[config.mk]
export PLATFORM = sky130hd
export DESIGN_NAME = fault_campaign_ctrl_flat
export DESIGN_NICKNAME = d
export VERILOG_FILES = /design/src/rtl/fault_campaign_ctrl_if.sv /design/src/rtl/fault_campaign_ctrl.sv /design/src/flat_wrapper.sv
export SDC_FILE = /design/constraint.sdc
export NUM_CORES = 1
export LEC_CHECK = 0
export CORE_ASPECT_RATIO = 0.7
export CORE_MARGIN = 10
export CORE_UTILIZATION = 30
export CTS_BUF_LIST = sky130_fd_sc_hd__clkbuf_16
export DETAILED_ROUTE_END_ITERATION = 6
export GPL_TIMING_DRIVEN = 0
export HOLD_SLACK_MARGIN = 0.05
export PLACE_DENSITY = 0.65
export SYNTH_ARGS = -nofsm -noshare
export SYNTH_HDL_FRONTEND = slang
export SYNTH_SLANG_ARGS = --single-unit
export TNS_END_PERCENT = 10
[constraint.sdc]
create_clock -name clk -period 4.9 [get_ports clk]
set_clock_uncertainty 0.2 [all_clocks]
set_input_delay 1.47 -clock clk [delete_from_list [all_inputs] [get_ports clk]]
set_output_delay 1.47 -clock clk [all_outputs]
set_load 0.03 [all_outputs]
[src/rtl/fault_campaign_ctrl_if.sv]
// Bundle between the campaign sequencer (master) and the config/DUT side (slave).
// Latency: none, wires only. Backpressure: none; start is a one-cycle request.
// FN_LOG_EN adds the first-false-negative capture signals.
interface fault_campaign_ctrl_if #(
    parameter int NG    = 128,
    parameter int GW    = 7,
    parameter int W     = 4,
    parameter int CNT_W = 16
);
    logic             start;
    logic [GW-1:0]    gid_first;
    logic [GW-1:0]    gid_last;
    logic             cin_cfg;
    logic             busy;
    logic             done;
    logic [W-1:0]     A;
    logic [W-1:0]     B;
    logic             Cin;
    logic [1:0]       A_mod3;
    logic [1:0]       B_mod3;
    logic [NG-1:0]    fault_en_bus;
    logic             fault_val;
    logic [W:0]       sout;
    logic             err;
    logic [CNT_W-1:0] tp;
    logic [CNT_W-1:0] tn;
    logic [CNT_W-1:0] fp;
    logic [CNT_W-1:0] fn;
`ifdef FN_LOG_EN
    logic             fn_seen;
    logic [GW-1:0]    fn_gid;
    logic             fn_sa;
    logic [W-1:0]     fn_a;
    logic [W-1:0]     fn_b;
    logic [W:0]       fn_sout;
`endif

    modport master (
        input  start, gid_first, gid_last, cin_cfg, sout, err,
        output busy, done, A, B, Cin, A_mod3, B_mod3, fault_en_bus, fault_val,
               tp, tn, fp, fn
`ifdef FN_LOG_EN
        , output fn_seen, fn_gid, fn_sa, fn_a, fn_b, fn_sout
`endif
    );

    modport slave (
        output start, gid_first, gid_last, cin_cfg, sout, err,
        input  busy, done, A, B, Cin, A_mod3, B_mod3, fault_en_bus, fault_val,
               tp, tn, fp, fn
`ifdef FN_LOG_EN
        , input fn_seen, fn_gid, fn_sa, fn_a, fn_b, fn_sout
`endif
    );
endinterface

[src/rtl/fault_campaign_ctrl.sv]
// Fault-injection campaign sequencer with TP/TN/FP/FN counters; FN_LOG_EN keeps the first FN.
// Latency: one vector every SETTLE+1 cycles; done rises the cycle after the last SAMPLE.
// Backpressure: none; start is ignored while busy.
module fault_campaign_ctrl #(
    parameter int NG     = 128,
    parameter int GW     = 7,
    parameter int W      = 4,
    parameter int SETTLE = 2,
    parameter int CNT_W  = 16
) (
    input  logic clk,
    input  logic rst,
    fault_campaign_ctrl_if.master bus
);
    localparam int SCW = (SETTLE > 1) ? $clog2(SETTLE) : 1;

    typedef enum logic [1:0] {IDLE, APPLY, SAMPLE, DONE} state_t;

    state_t           state_q, state_d;
    logic [SCW-1:0]   settle_q, settle_d;
    logic [GW-1:0]    gid_q, gid_d, last_q, last_d, last_in;
    logic             cin_q, cin_d, golden_q, golden_d, sa_q, sa_d;
    logic [W-1:0]     a_q, a_d, b_q, b_d;
    logic [1:0]       am3_q, am3_d, bm3_q, bm3_d;
    logic [NG-1:0]    fen_q, fen_d;
    logic             fval_q, fval_d, busy_q, busy_d, done_q, done_d;
    logic [CNT_W-1:0] tp_q, tp_d, tn_q, tn_d, fp_q, fp_d, fn_q, fn_d;
    logic [W:0]       ref_sum;
    logic             mismatch, last_vec, run;
`ifdef FN_LOG_EN
    logic             fn_seen_q, fn_seen_d, fn_sa_q, fn_sa_d;
    logic [GW-1:0]    fn_gid_q, fn_gid_d;
    logic [W-1:0]     fn_a_q, fn_a_d, fn_b_q, fn_b_d;
    logic [W:0]       fn_sout_q, fn_sout_d;
`endif

    function automatic logic [1:0] mod3(input logic [W-1:0] v);
        logic [W-1:0] r;
        r = v % W'(3);
        return r[1:0];
    endfunction

    function automatic logic [CNT_W-1:0] sat_inc(input logic [CNT_W-1:0] c);
        return (&c) ? c : c + 1'b1;
    endfunction

    // Out-of-range last GID is clamped so the one-hot never runs off the bus.
    assign last_in  = ({1'b0, bus.gid_last} >= (GW+1)'(NG)) ? GW'(NG-1) : bus.gid_last;
    assign ref_sum  = {1'b0, a_q} + {1'b0, b_q} + {{W{1'b0}}, cin_q};
    assign mismatch = (bus.sout != ref_sum);
    assign last_vec = (&a_q) && (&b_q) && (golden_q || (sa_q && gid_q == last_q));

    always_comb begin
        state_d  = state_q;  settle_d = settle_q; gid_d  = gid_q;  last_d = last_q;
        cin_d    = cin_q;    golden_d = golden_q; sa_d   = sa_q;   a_d    = a_q;
        b_d      = b_q;      busy_d   = busy_q;   done_d = done_q;
        tp_d     = tp_q;     tn_d     = tn_q;     fp_d   = fp_q;   fn_d   = fn_q;
`ifdef FN_LOG_EN
        fn_seen_d = fn_seen_q; fn_gid_d = fn_gid_q; fn_sa_d   = fn_sa_q;
        fn_a_d    = fn_a_q;    fn_b_d   = fn_b_q;   fn_sout_d = fn_sout_q;
`endif
        case (state_q)
            IDLE, DONE: begin
                if (bus.start) begin
                    gid_d    = bus.gid_first;
                    last_d   = last_in;
                    golden_d = (bus.gid_first > last_in);
                    cin_d    = bus.cin_cfg;
                    sa_d = 1'b0; a_d = '0; b_d = '0; settle_d = '0;
                    tp_d = '0; tn_d = '0; fp_d = '0; fn_d = '0;
                    busy_d = 1'b1; done_d = 1'b0; state_d = APPLY;
`ifdef FN_LOG_EN
                    fn_seen_d = 1'b0; fn_gid_d = '0; fn_sa_d = 1'b0;
                    fn_a_d = '0; fn_b_d = '0; fn_sout_d = '0;
`endif
                end
            end
            APPLY: begin
                if (settle_q == SCW'(SETTLE-1)) state_d = SAMPLE;
                else                            settle_d = settle_q + 1'b1;
            end
            SAMPLE: begin
                settle_d = '0;
                if (mismatch) begin
                    if (bus.err) tp_d = sat_inc(tp_q);
                    else         fn_d = sat_inc(fn_q);
                end else begin
                    if (bus.err) fp_d = sat_inc(fp_q);
                    else         tn_d = sat_inc(tn_q);
                end
`ifdef FN_LOG_EN
                if (mismatch && !bus.err && !fn_seen_q) begin
                    fn_seen_d = 1'b1; fn_gid_d = gid_q; fn_sa_d = sa_q;
                    fn_a_d = a_q; fn_b_d = b_q; fn_sout_d = bus.sout;
                end
`endif
                if (last_vec) begin
                    state_d = DONE; busy_d = 1'b0; done_d = 1'b1;
                end else begin
                    state_d = APPLY;
                    b_d = b_q + 1'b1;
                    if (&b_q) begin
                        a_d = a_q + 1'b1;
                        if (&a_q) begin
                            sa_d = ~sa_q;
                            if (sa_q) gid_d = gid_q + 1'b1;
                        end
                    end
                end
            end
            default: state_d = IDLE;
        endcase
        // Outputs are derived from next-state values so mod3 and fault lines move with A/B.
        run    = (state_d == APPLY) || (state_d == SAMPLE);
        fen_d  = (run && !golden_d) ? (NG'(1) << gid_d) : '0;
        fval_d = run && !golden_d && sa_d;
        am3_d  = mod3(a_d);
        bm3_d  = mod3(b_d);
    end

    always_ff @(posedge clk) begin
        if (rst) begin
            state_q <= IDLE;  settle_q <= '0;   gid_q <= '0;   last_q <= '0;
            cin_q   <= 1'b0;  golden_q <= 1'b0; sa_q  <= 1'b0; a_q    <= '0;
            b_q     <= '0;    am3_q    <= '0;   bm3_q <= '0;   fen_q  <= '0;
            fval_q  <= 1'b0;  busy_q   <= 1'b0; done_q <= 1'b0;
            tp_q <= '0; tn_q <= '0; fp_q <= '0; fn_q <= '0;
`ifdef FN_LOG_EN
            fn_seen_q <= 1'b0; fn_gid_q <= '0; fn_sa_q <= 1'b0;
            fn_a_q <= '0; fn_b_q <= '0; fn_sout_q <= '0;
`endif
        end else begin
            state_q <= state_d; settle_q <= settle_d; gid_q <= gid_d;  last_q <= last_d;
            cin_q   <= cin_d;   golden_q <= golden_d; sa_q  <= sa_d;   a_q    <= a_d;
            b_q     <= b_d;     am3_q    <= am3_d;    bm3_q <= bm3_d;  fen_q  <= fen_d;
            fval_q  <= fval_d;  busy_q   <= busy_d;   done_q <= done_d;
            tp_q <= tp_d; tn_q <= tn_d; fp_q <= fp_d; fn_q <= fn_d;
`ifdef FN_LOG_EN
            fn_seen_q <= fn_seen_d; fn_gid_q <= fn_gid_d; fn_sa_q <= fn_sa_d;
            fn_a_q <= fn_a_d; fn_b_q <= fn_b_d; fn_sout_q <= fn_sout_d;
`endif
        end
    end

    assign bus.busy = busy_q;   assign bus.done = done_q;
    assign bus.A = a_q;         assign bus.B = b_q;       assign bus.Cin = cin_q;
    assign bus.A_mod3 = am3_q;  assign bus.B_mod3 = bm3_q;
    assign bus.fault_en_bus = fen_q;
    assign bus.fault_val = fval_q;
    assign bus.tp = tp_q; assign bus.tn = tn_q; assign bus.fp = fp_q; assign bus.fn = fn_q;
`ifdef FN_LOG_EN
    assign bus.fn_seen = fn_seen_q; assign bus.fn_gid = fn_gid_q; assign bus.fn_sa = fn_sa_q;
    assign bus.fn_a = fn_a_q;       assign bus.fn_b = fn_b_q;     assign bus.fn_sout = fn_sout_q;
`endif
endmodule

[src/flat_wrapper.sv]
// flat-port wrapper written by rule: the top's interface ports become plain ports
module fault_campaign_ctrl_flat 
#(
    parameter int NG     = 128,
    parameter int GW     = 7,
    parameter int W      = 4,
    parameter int SETTLE = 2,
    parameter int CNT_W  = 16
)
  (clk, rst, bus_start, bus_gid_first, bus_gid_last, bus_cin_cfg, bus_sout, bus_err, bus_busy, bus_done, bus_A, bus_B, bus_Cin, bus_A_mod3, bus_B_mod3, bus_fault_en_bus, bus_fault_val, bus_tp, bus_tn, bus_fp, bus_fn);
  fault_campaign_ctrl_if #(.NG(NG), .GW(GW), .W(W), .CNT_W(CNT_W)) bus_i ();
  input  logic clk;
  input  logic rst;
  input wire logic [$bits(bus_i.start)-1:0] bus_start;
  input wire logic [$bits(bus_i.gid_first)-1:0] bus_gid_first;
  input wire logic [$bits(bus_i.gid_last)-1:0] bus_gid_last;
  input wire logic [$bits(bus_i.cin_cfg)-1:0] bus_cin_cfg;
  input wire logic [$bits(bus_i.sout)-1:0] bus_sout;
  input wire logic [$bits(bus_i.err)-1:0] bus_err;
  output wire logic [$bits(bus_i.busy)-1:0] bus_busy;
  output wire logic [$bits(bus_i.done)-1:0] bus_done;
  output wire logic [$bits(bus_i.A)-1:0] bus_A;
  output wire logic [$bits(bus_i.B)-1:0] bus_B;
  output wire logic [$bits(bus_i.Cin)-1:0] bus_Cin;
  output wire logic [$bits(bus_i.A_mod3)-1:0] bus_A_mod3;
  output wire logic [$bits(bus_i.B_mod3)-1:0] bus_B_mod3;
  output wire logic [$bits(bus_i.fault_en_bus)-1:0] bus_fault_en_bus;
  output wire logic [$bits(bus_i.fault_val)-1:0] bus_fault_val;
  output wire logic [$bits(bus_i.tp)-1:0] bus_tp;
  output wire logic [$bits(bus_i.tn)-1:0] bus_tn;
  output wire logic [$bits(bus_i.fp)-1:0] bus_fp;
  output wire logic [$bits(bus_i.fn)-1:0] bus_fn;
  assign bus_i.start = bus_start;
  assign bus_i.gid_first = bus_gid_first;
  assign bus_i.gid_last = bus_gid_last;
  assign bus_i.cin_cfg = bus_cin_cfg;
  assign bus_i.sout = bus_sout;
  assign bus_i.err = bus_err;
  assign bus_busy = bus_i.busy;
  assign bus_done = bus_i.done;
  assign bus_A = bus_i.A;
  assign bus_B = bus_i.B;
  assign bus_Cin = bus_i.Cin;
  assign bus_A_mod3 = bus_i.A_mod3;
  assign bus_B_mod3 = bus_i.B_mod3;
  assign bus_fault_en_bus = bus_i.fault_en_bus;
  assign bus_fault_val = bus_i.fault_val;
  assign bus_tp = bus_i.tp;
  assign bus_tn = bus_i.tn;
  assign bus_fp = bus_i.fp;
  assign bus_fn = bus_i.fn;
  fault_campaign_ctrl #(.NG(NG), .GW(GW), .W(W), .SETTLE(SETTLE), .CNT_W(CNT_W)) u_core (.clk(clk), .rst(rst), .bus(bus_i));
endmodule
; Yosys cells after proc, flatten, opt, wreduce, memory -nomap -nowiden
; Index checks and enable logic that the tools add are counted.
[word_totals]
register_bits = 227
in_bits = 24
output_inout_bits = 208
word_cells = 125
[classes]
n_addsub = 10
div_mod_pow = 2
magnitude_cmp = 1
n_eq_ne = 17
n_shift = 1
n_mux = 49
bitwise_logic = 2
n_reduce_logical = 24
[ops]
columns = op, count
row1 = $mux W16, 13
row2 = $pmux W16 S2, 4
row3 = $shl A1 B7 Y128 const A, 1
row4 = $add A16 B1 Y16 const B, 4
row5 = $reduce_and A16 Y1, 4
row6 = $mux W7, 5
row7 = $mux W4, 5
row8 = $reduce_and A5 Y1, 4
row9 = $ne A2 B2 Y1 const B, 8
row10 = $pmux W4 S2, 2
row11 = $pmux W7 S2, 1
row12 = $mux W1, 11
row13 = $add A4 B1 Y4 const B, 2
row14 = $mod A4 B2 Y4 const B, 2
row15 = $reduce_and A4 Y1, 2
row16 = $add A7 B1 Y7 const B, 1
row17 = $eq A7 B7 Y1, 1
row18 = $gt A7 B7 Y1, 1
row19 = $eq A2 B2 Y1 const B, 3
row20 = $mux W2, 3
row21 = $pmux W1 S2, 3
row22 = $pmux W2 S3, 1
row23 = $add A4 B4 Y5, 1
row24 = $add A5 B1 Y5, 1
row25 = other kinds (14), 23

; Depth between registers and ports, before layout
; Gate-level depths: netlist of run 1.
[logic_depth]
ltp_word = 11
mapped_depth = 20
depth_no_buf = 19

; Worst setup path after synthesis of run 1
; OpenSTA, ideal clock, no wires.
[synth_timing]
path_kind = input port to flip-flop
from = input bus_start
to = register u_core.am3_q[0], in the netlist u_core.bus.A_mod3[0]
setup_ns = 0.123
arrival_ns = 4.318
required_time_ns = 4.577
slack_ns = 0.259
stages = 18
n_path_buf = 2
path_cell_list = nand2b_1 -> buf_2 -> nand2b_1 -> clkbuf_1 -> a2111oi_0 -> a211o_1 -> nor2_1 -> ha_1 -> inv_1 -> ha_1 -> xor2_1 -> a31oi_1 -> ha_1 -> inv_1 -> nand3_1 -> nor2_1 -> a311oi_2 -> mux2_1
[synth_via]
elab_chain_len = 3
[synth_rtl]
columns = element, line
row1 = from (decl), flat_wrapper.sv:14  ; input wire logic [$bits(bus_i.start)-1:0] bus_start;
row2 = $mux W4, fault_campaign_ctrl.sv:64  ; if (bus.start) begin
row3 = $pmux W4 S2, fault_campaign_ctrl.sv:62  ; case (state_q)
row4 = $mod A4 B2 Y4, fault_campaign_ctrl.sv:39  ; r = v % W'(3);
row5 = to (signal assigned), fault_campaign_ctrl.sv:125  ; b_q <= '0; am3_q <= '0; bm3_q <= '0; fen_q <= '0;
row6 = to (signal assigned), fault_campaign_ctrl.sv:135  ; b_q <= b_d; am3_q <= am3_d; bm3_q <= bm3_d; fen_q <= fen_d;
row7 = to (decl), fault_campaign_ctrl.sv:24  ; logic [1:0] am3_q, am3_d, bm3_q, bm3_d;
; No other way between the ends.
; A chain may end at the register's enable or synchronous reset.

; Final worst setup path of run 1
; Ends and elaborated chain as after synthesis.

==> results.rst, run 1 <==
.. list-table::
   :header-rows: 1

   * - Metric
     - Value
   * - Biggest area contributors in the synthesized netlist
     - dfxtp_1, nor2_1, xnor2_1
   * - Net count, final
     - 1308
   * - TritonCTS buffer count
     - 25
   * - Met3 layer wire length in the routed design
     - 1620 um
   * - Setup slack, reg-to-reg
     - 0.55 ns
   * - Number of input and output port buffers inserted
     - 231
   * - Metal1 wirelength
     - 13700 um
   * - Number of global-route vias before repair
     - 7686
   * - Remaining max-slew budget at the tightest pin
     - 0.179
   * - Net Sw Power
     - 1.06 mW
   * - Critical-path maximum fanout
     - 7
   * - Row count
     - 52
   * - Path type of the worst min-delay path
     - flip-flop to flip-flop
   * - Post-route DRC
     - 0
   * - Synthesized area per cell
     - 9.01 um^2
   * - Launch point of the critical path
     - bus_start
   * - Total routing usage reported by global routing
     - 0.152
   * - Die X
     - 227 um
   * - Growth of design area from synthesis to finish
     - 40.8%
   * - Number of cell instances on the worst register-to-register path
     - 18
   * - CP arrival
     - 4.90 ns
   * - Sequential share of power
     - 0.461
   * - Final antenna-violating net count
     - 0
   * - Post-synthesis instance area
     - 8960 um^2
   * - Type of element capturing the critical path
     - flip-flop
   * - Capture instance of the worst register-to-register path
     - u_core.bus.A_mod3[0]
   * - Top Layer Used
     - met4
   * - Reported leakage power
     - 4.44 nW
   * - Effective utilization at floorplan
     - 0.307
   * - Number of warnings reported in the yosys synthesis log
     - 0
   * - Switching Fraction
     - 0.259
   * - Placeable core region
     - 29100 um^2
   * - Number of max-slew violations in the final report
     - 0
   * - First drt pass iteration count
     - 5
   * - Class of the most critical setup path
     - input pin to flip-flop
   * - Placer Congestion
     - 0.878
   * - CTS Hold Buffers Added
     - 0
   * - Slew at the pin closest to its max-slew limit
     - 1.22 ns
   * - Data required time of the critical path
     - 5.11 ns
   * - Post-Synthesis Cells
     - 995
   * - Highest Clock Rate
     - 0.213 GHz
   * - Total of max-cap violations
     - 0
   * - Clock latency on the worst-skew pair
     - 0.53 ns
   * - Post-detailed-placement half-perimeter wirelength
     - 22700 um
   * - Final sum of negative setup slack
     - 0 ns
   * - Routed vias/inst
     - 4.68
   * - IR Drop Worst-Case VDD
     - 242 uV
   * - Synth Register Bits
     - 227
   * - Share of flip-flops with an asynchronous set or reset after synthesis
     - 0
   * - Hold WS
     - 0.271 ns
   * - GRT overflow
     - 0
   * - Final setup violation count
     - 0
   * - Area leader, netlist
     - dfxtp_1
   * - CTS root buf
     - clkbuf_16
   * - Endpoint of the worst setup timing path
     - u_core.bus.A_mod3[0]
   * - DR WL/cell
     - 17.8 um
   * - Combinational share of power
     - 0.093
   * - CTS tree
     - yes
   * - Maximum number of pins on one net before global-route repair
     - 15
   * - Most numerous cell in the Yosys netlist
     - nor2_1
   * - Top post-synthesis cells by count
     - nor2_1, dfxtp_1, nand2_1
   * - Buffer levels on the longest clock path
     - 3
   * - Clock slew at the register clock pins of the worst setup and hold paths
     - 0.06 ns
   * - First-pass GRT wire length
     - 44900 um
   * - Y dimension of the die
     - 165 um
   * - Routed length on met2
     - 13300 um
   * - Synthesized Nets
     - 1046
   * - Netlist cell types
     - 78
   * - DRT Wirelength
     - 29500 um
   * - Part of the power in the clock network
     - 0.447
   * - Total power density per cell area
     - 325 nW/um^2
   * - Int Pwr
     - 3.04 mW
   * - FILL cells
     - 2912
   * - Share of the cycle needed by the critical path after routing
     - 0.957
   * - Worst setup SP type
     - input pin
   * - CTS Sinks
     - 227
   * - Run status
     - completed
   * - Clock period minus final worst setup slack
     - 4.69 ns
   * - Fraction of final layout cells sized beyond drive strength 1
     - 0.0754
   * - Placed Area
     - 11700 um^2
   * - Sequential share of the synthesized area
     - 0.507
   * - Number of flops mapped to enable cells by yosys
     - 0
   * - Vias after detailed routing
     - 7757
   * - Initial antenna violation count
     - 4
   * - FF-to-FF Start
     - u_core.bus.B[1]
   * - Final count of hold timing violations
     - 0
   * - Floorplan die area
     - 37300 um^2
   * - Final Cell Area
     - 12600 um^2
   * - H-tree levels
     - 1
   * - Portion of synthesized cell area occupied by the leading cell type
     - 0.507
   * - Main synth FF type
     - dfxtp_1
   * - Count of boundary I/O pins
     - 232
   * - Initial DRC Count
     - 359
## registers in the layout, indices dropped and copies added (netlist names), 2 cells and up
register / flops
u_core.bus.fault_en_bus: 128
u_core.bus.fn: 16
u_core.bus.fp: 16
u_core.bus.tn: 16
u_core.bus.tp: 16
u_core.gid_q: 7
u_core.last_q: 7
u_core.bus.A: 4
u_core.bus.B: 4
u_core.bus.A_mod3: 2
u_core.bus.B_mod3: 2
u_core.state_q: 2
## layer usage
layer	vias to the layer above	track usage
li1	3867	-
met1	3677	0.202
met2	168	0.243
met3	45	0.0360
met4	0	0.0444
met5	-	0
## worst max-delay path, cell delays in order
cell,delay [ns]
clkdlybuf4s50_1,0.49
nand2b_1,0.11
clkbuf_4,0.18
and2b_4,0.18
a21boi_0,0.08
or3_4,0.37
nor2_2,0.17
ha_1,0.16
inv_1,0.04
ha_1,0.23
xor2_1,0.20
a31oi_1,0.18
ha_1,0.17
inv_1,0.06
nand3_1,0.11
nor4b_2,0.07
a311oi_2,0.30
mux2_1,0.34
## power by group through the flow
stage | clock network [mW] | logic [mW] | registers, mW
3_3_place_gp | 0 | 0.367 | 1.93
3_5_place_dp | 0 | 0.372 | 1.93
2_1_floorplan | 0 | 0.212 | 1.95
6_report | 1.83 | 0.380 | 1.89
5_1_grt | 1.95 | 0.416 | 1.89
4_1_cts | 1.88 | 0.374 | 1.89
## cell usage in the layout, fill, tap and decap left out, drive strengths merged, types with 4 or more instances in the layout
cell,count
clkbuf,50
o2111ai,4
inv,32
nor4b,5
o31ai,6
nand4,11
and4,7
nor2b,6
clkdlybuf4s50,231
nand2b,5
a21oi,26
ha,25
nand3,31
xor2,18
xnor2,58
nor3,32
and2,8
diode,4
mux2i,4
nand2,108
clkinv,11
nor2,229
buf,20
a31oi,4
dfxtp,227
and2b,5
and3,14
nor4,17
nor3b,5
o21ai,15
a21o,6
## cell families after synthesis
logic type | share of synthesized area
adder cells (fa/ha/maj) | 0.0394
AO/OA/AOI/OAI | 0.0776
multiplexers | 0.00866
buffers and inverters | 0.0350
XOR/XNOR | 0.0743
AND/OR/NAND/NOR | 0.258
flip-flops | 0.507
## final cells by class
| type | instances | area (um^2) | share of cell area |
|---|---|---|---|
| Sequential cell | 227 | 4540 | 0.360 |
| Clock buffer | 25 | 626 | 0.0496 |
| Inverter | 28 | 105 | 0.00833 |
| Timing Repair Buffer | 237 | 2360 | 0.187 |
| Buffer | 39 | 204 | 0.0162 |
| Multi-Input combinational cell | 699 | 4140 | 0.328 |
| Tap cell | 378 | 473 | 0.0375 |
| Clock inverter | 19 | 165 | 0.0131 |
| Antenna cell | 4 | 10.0 | 0.000793 |
## through the flow
step            util  power [mW]  cells  setup WS (ns)
3_5_place_dp   0.403        2.30   1604         -0.673
3_3_place_gp   0.403        2.29   1604         -0.561
5_1_grt        0.433        4.25   1656     -0.0000919
2_1_floorplan      -        2.16    995          0.259
6_report       0.433        4.10   1656          0.213
4_1_cts        0.430        4.14   1647         0.0460
## worst min path at each step
stage	from	endpoint	slack, ns	depth (start not counted)
floorplan	u_core.last_q[0]	u_core.last_q[0]	0.25	2
global placement	u_core.last_q[0]	u_core.last_q[0]	0.26	2
detailed placement	u_core.last_q[0]	u_core.last_q[0]	0.26	2
CTS	u_core.last_q[0]	u_core.last_q[0]	0.27	2
global route	u_core.last_q[5]	u_core.last_q[5]	0.29	2
finish	u_core.last_q[0]	u_core.last_q[0]	0.27	2
## timing repair
action	in CTS	in global routing
endpoints found under the setup margin	1	2
pin swaps	0	5
resized for setup	2	10
buffers inserted	0	6
endpoints found under the hold margin	0	0
No activity file was read; power rests on OpenSTA's default activity.
==> inputs of run 2 (changes only) <==
--- a/config.mk
+++ b/config.mk
@@ -10,6 +10,7 @@
 export CORE_UTILIZATION = 30
 export CTS_BUF_LIST = sky130_fd_sc_hd__clkbuf_16
 export DETAILED_ROUTE_END_ITERATION = 6
+export GPL_ROUTABILITY_DRIVEN = 1
 export GPL_TIMING_DRIVEN = 0
 export HOLD_SLACK_MARGIN = 0.05
 export PLACE_DENSITY = 0.65
==> results of run 2 <==
Same layout as run 1: the final DEF is identical, and so are final timing and power.
==> inputs of run 3 (changes only) <==
--- a/config.mk
+++ b/config.mk
@@ -13,7 +13,7 @@
 export GPL_ROUTABILITY_DRIVEN = 1
 export GPL_TIMING_DRIVEN = 0
 export HOLD_SLACK_MARGIN = 0.05
-export PLACE_DENSITY = 0.65
+export PLACE_DENSITY = 0.67
 export SYNTH_ARGS = -nofsm -noshare
 export SYNTH_HDL_FRONTEND = slang
 export SYNTH_SLANG_ARGS = --single-unit
==> constraint.sdc (replaced) <==
create_clock -name clk -period 3.9 [get_ports clk]
set_clock_uncertainty 0.2 [all_clocks]
set_input_delay 1.17 -clock clk [delete_from_list [all_inputs] [get_ports clk]]
set_output_delay 1.17 -clock clk [all_outputs]
set_load 0.03 [all_outputs]
==> run 3 against run 2 <==
Net effect: sequential power grew 25%; register-to-register slack lost 0.41 ns; cell count grew 0.91%; critical path depth shrank 1; setup slack lost 0.095 ns; via count grew 2.7%; first-iteration DRC count grew 57%; count of clock-buffer cells in the layout is the same; combinational power grew 34%; highest routed layer unchanged.
==> results.rst, run 3 (synthesis gave the netlist of run 1 again) <==
.. list-table::
   :header-rows: 1

   * - Metric
     - Value
   * - Run status
     - completed
   * - Highest-count cells in the layout ignoring fill and taps
     - clkdlybuf4s50_1, nor2_1, dfxtp_1, nand2_1, xnor2_1
   * - Delay contributed by the slowest stage of the critical path
     - 0.42 ns
   * - Total routing usage reported by global routing
     - 0.155
   * - Capture instance of the worst register-to-register path
     - u_core.bus.tn[14]
   * - Floorplan die area
     - 37300 um^2
   * - Net count, final
     - 1324
   * - Total power density per cell area
     - 394 nW/um^2
   * - Growth of design area from synthesis to finish
     - 44.1%
   * - CP max-delay cell
     - or3_4
   * - Number of max-slew violations in the final report
     - 0
   * - Number of input and output port buffers inserted
     - 231
   * - Initial antenna violation count
     - 3
   * - Count of boundary I/O pins
     - 232
   * - Depth of the critical timing path with buffers and inverters included
     - 17
   * - Share of the cycle needed by the critical path after routing
     - 0.970
   * - Initial DRC Count
     - 562
   * - Clock slew at the register clock pins of the worst setup and hold paths
     - 0.06 ns
   * - Class of the most critical setup path
     - input pin to flip-flop
   * - Final Cell Area
     - 12900 um^2
   * - Cell family contributing the most delay on the critical path
     - simple AND/OR/NAND/NOR gates
   * - First drt pass iteration count
     - 6
   * - Reported leakage power
     - 4.55 nW
   * - CP arrival
     - 3.99 ns
   * - CTS tree
     - yes
   * - Fraction of final layout cells sized beyond drive strength 1
     - 0.114
   * - DR WL/cell
     - 18.0 um
   * - Critical-path maximum fanout
     - 6
   * - Vias after detailed routing
     - 7965
   * - CTS root buf
     - clkbuf_16
   * - Clock period minus final worst setup slack
     - 3.78 ns
   * - IR Drop Worst-Case VDD
     - 321 uV
   * - Path type of the worst min-delay path
     - flip-flop to flip-flop
   * - Effective utilization at floorplan
     - 0.307
   * - Remaining max-slew budget at the tightest pin
     - 0.240
   * - Final setup violation count
     - 0
   * - Type of element capturing the critical path
     - flip-flop
   * - DRT Wirelength
     - 30100 um
   * - Total Power Consumption
     - 5.09 mW
   * - Worst setup SP type
     - input pin
   * - Data required time of the critical path
     - 4.11 ns
   * - Endpoint of the worst setup timing path
     - u_core.bus.A_mod3[0]
   * - Total of max-cap violations
     - 0
   * - Final count of hold timing violations
     - 0
   * - Max reg flops
     - 128
   * - Launch point of the critical path
     - bus_start
   * - Post-route DRC
     - 0
   * - Clock latency on the worst-skew pair
     - 0.52 ns
   * - Routed vias/inst
     - 4.77
   * - Highest Clock Rate
     - 0.264 GHz
   * - Worst Hold Depth
     - 2
   * - Number of cell instances on the worst register-to-register path
     - 11
   * - Placeable core region
     - 29100 um^2
   * - Placed Area
     - 11800 um^2
   * - FF-to-FF Start
     - u_core.bus.Cin
   * - Most common cell after layout, fill and taps aside
     - clkdlybuf4s50_1
   * - Buffer levels on the longest clock path
     - 3
   * - Setup slack, reg-to-reg
     - 0.14 ns
   * - Bufs and invs on worst path
     - 3
   * - GRT overflow
     - 0
   * - TritonCTS buffer count
     - 24
   * - Cell Chain, Critical Path
     - buf_2 -> nand2b_4 -> and2b_4 -> a21boi_1 -> or3_4 -> nor2_4 -> ha_4 -> inv_2 -> ha_4 -> xor2_2 -> a31oi_1 -> ha_2 -> inv_2 -> nand3_2 -> nor4b_2 -> a311oi_2 -> mux2_4
   * - H-tree levels
     - 1
   * - Placer Congestion
     - 0.889
   * - First-pass GRT wire length
     - 45800 um
   * - Post-detailed-placement half-perimeter wirelength
     - 22700 um
   * - Y dimension of the die
     - 165 um
   * - Slew at the pin closest to its max-slew limit
     - 1.13 ns
   * - Row count
     - 52
   * - Final antenna-violating net count
     - 0
   * - CTS Sinks
     - 227
   * - Maximum number of pins on one net before global-route repair
     - 15
   * - Die X
     - 227 um
   * - Number of global-route vias before repair
     - 7841
## run 3: cell types whose count changed in the layout (fill, tap and decap cells not counted), moves of 3 or more
cell	change
ha_1	-6
dfxtp_2	+7
clkbuf_1	-3
buf_4	+17
ha_2	+4
dfxtp_1	-7
## run 3: worst reg2reg max path: cells and delay by family, from the launching register on
family / cells / cell delay, ns
AOI/OAI and AO/OA: 3 / 0.85
and+or+nand+nor: 3 / 0.63
adders and majority gates: 2 / 0.91
DFF: 1 / 0.40
buffers and inverters: 1 / 0.27
xor gates and xnor gates: 2 / 0.37
## run 3: worst min-delay path by stage
stage / from / endpoint / slack [ns]
final: u_core.last_q[1] / u_core.last_q[1] / 0.27
after global routing: u_core.last_q[6] / u_core.last_q[6] / 0.29
after CTS: u_core.last_q[1] / u_core.last_q[1] / 0.27
after detailed placement: u_core.last_q[1] / u_core.last_q[1] / 0.26
after global placement: u_core.last_q[1] / u_core.last_q[1] / 0.26
after floorplan: u_core.last_q[0] / u_core.last_q[0] / 0.25
## run 3: repair_timing
action / in CTS / in global routing
hold buffers: 0 / 0
resized for setup: 18 / 33
buffers inserted: 8 / 16
pin swaps: 6 / 14
endpoints found under the setup margin: 52 / 92
## run 3: routing by layer
layer	part of all wire	track usage
met2	0.46	0.251
met5	0	0
met4	0.024	0.0483
met1	0.46	0.203
met3	0.057	0.0354
## run 3: metrics by stage
step | setup TNS [ns] | setup slack [ns] | instances | hold WS [ns] | util
after floorplan | -0.343 | -0.268 | 995 | 0.249 | -
after global placement | -62.54 | -1.10 | 1604 | 0.260 | 0.405
after detailed placement | -64.77 | -1.12 | 1604 | 0.261 | 0.405
after CTS | -0.00428 | -0.00428 | 1654 | 0.270 | 0.435
after global routing | -0.0200 | -0.0103 | 1671 | 0.295 | 0.443
final | 0 | 0.117 | 1671 | 0.271 | 0.443
## run 3: power by group
group          leakage [nW]  total (mW)  switching, mW  internal, mW
clock network         0.367        2.21          0.975          1.24
logic                  2.35       0.508          0.330         0.178
registers              1.83        2.37         0.0273          2.35
total                  4.55        5.09           1.33          3.76
## run 3: final cells by class
cell class | instances | area, um^2
Fill cell | 2836 | 16200
Timing Repair Buffer | 255 | 2500
Inverter | 28 | 105
Tap cell | 378 | 473
Antenna cell | 3 | 7.51
Sequential cell | 227 | 4550
Multi-Input combinational cell | 699 | 4310
Buffer | 38 | 211
Clock inverter | 18 | 130
Clock buffer | 25 | 626
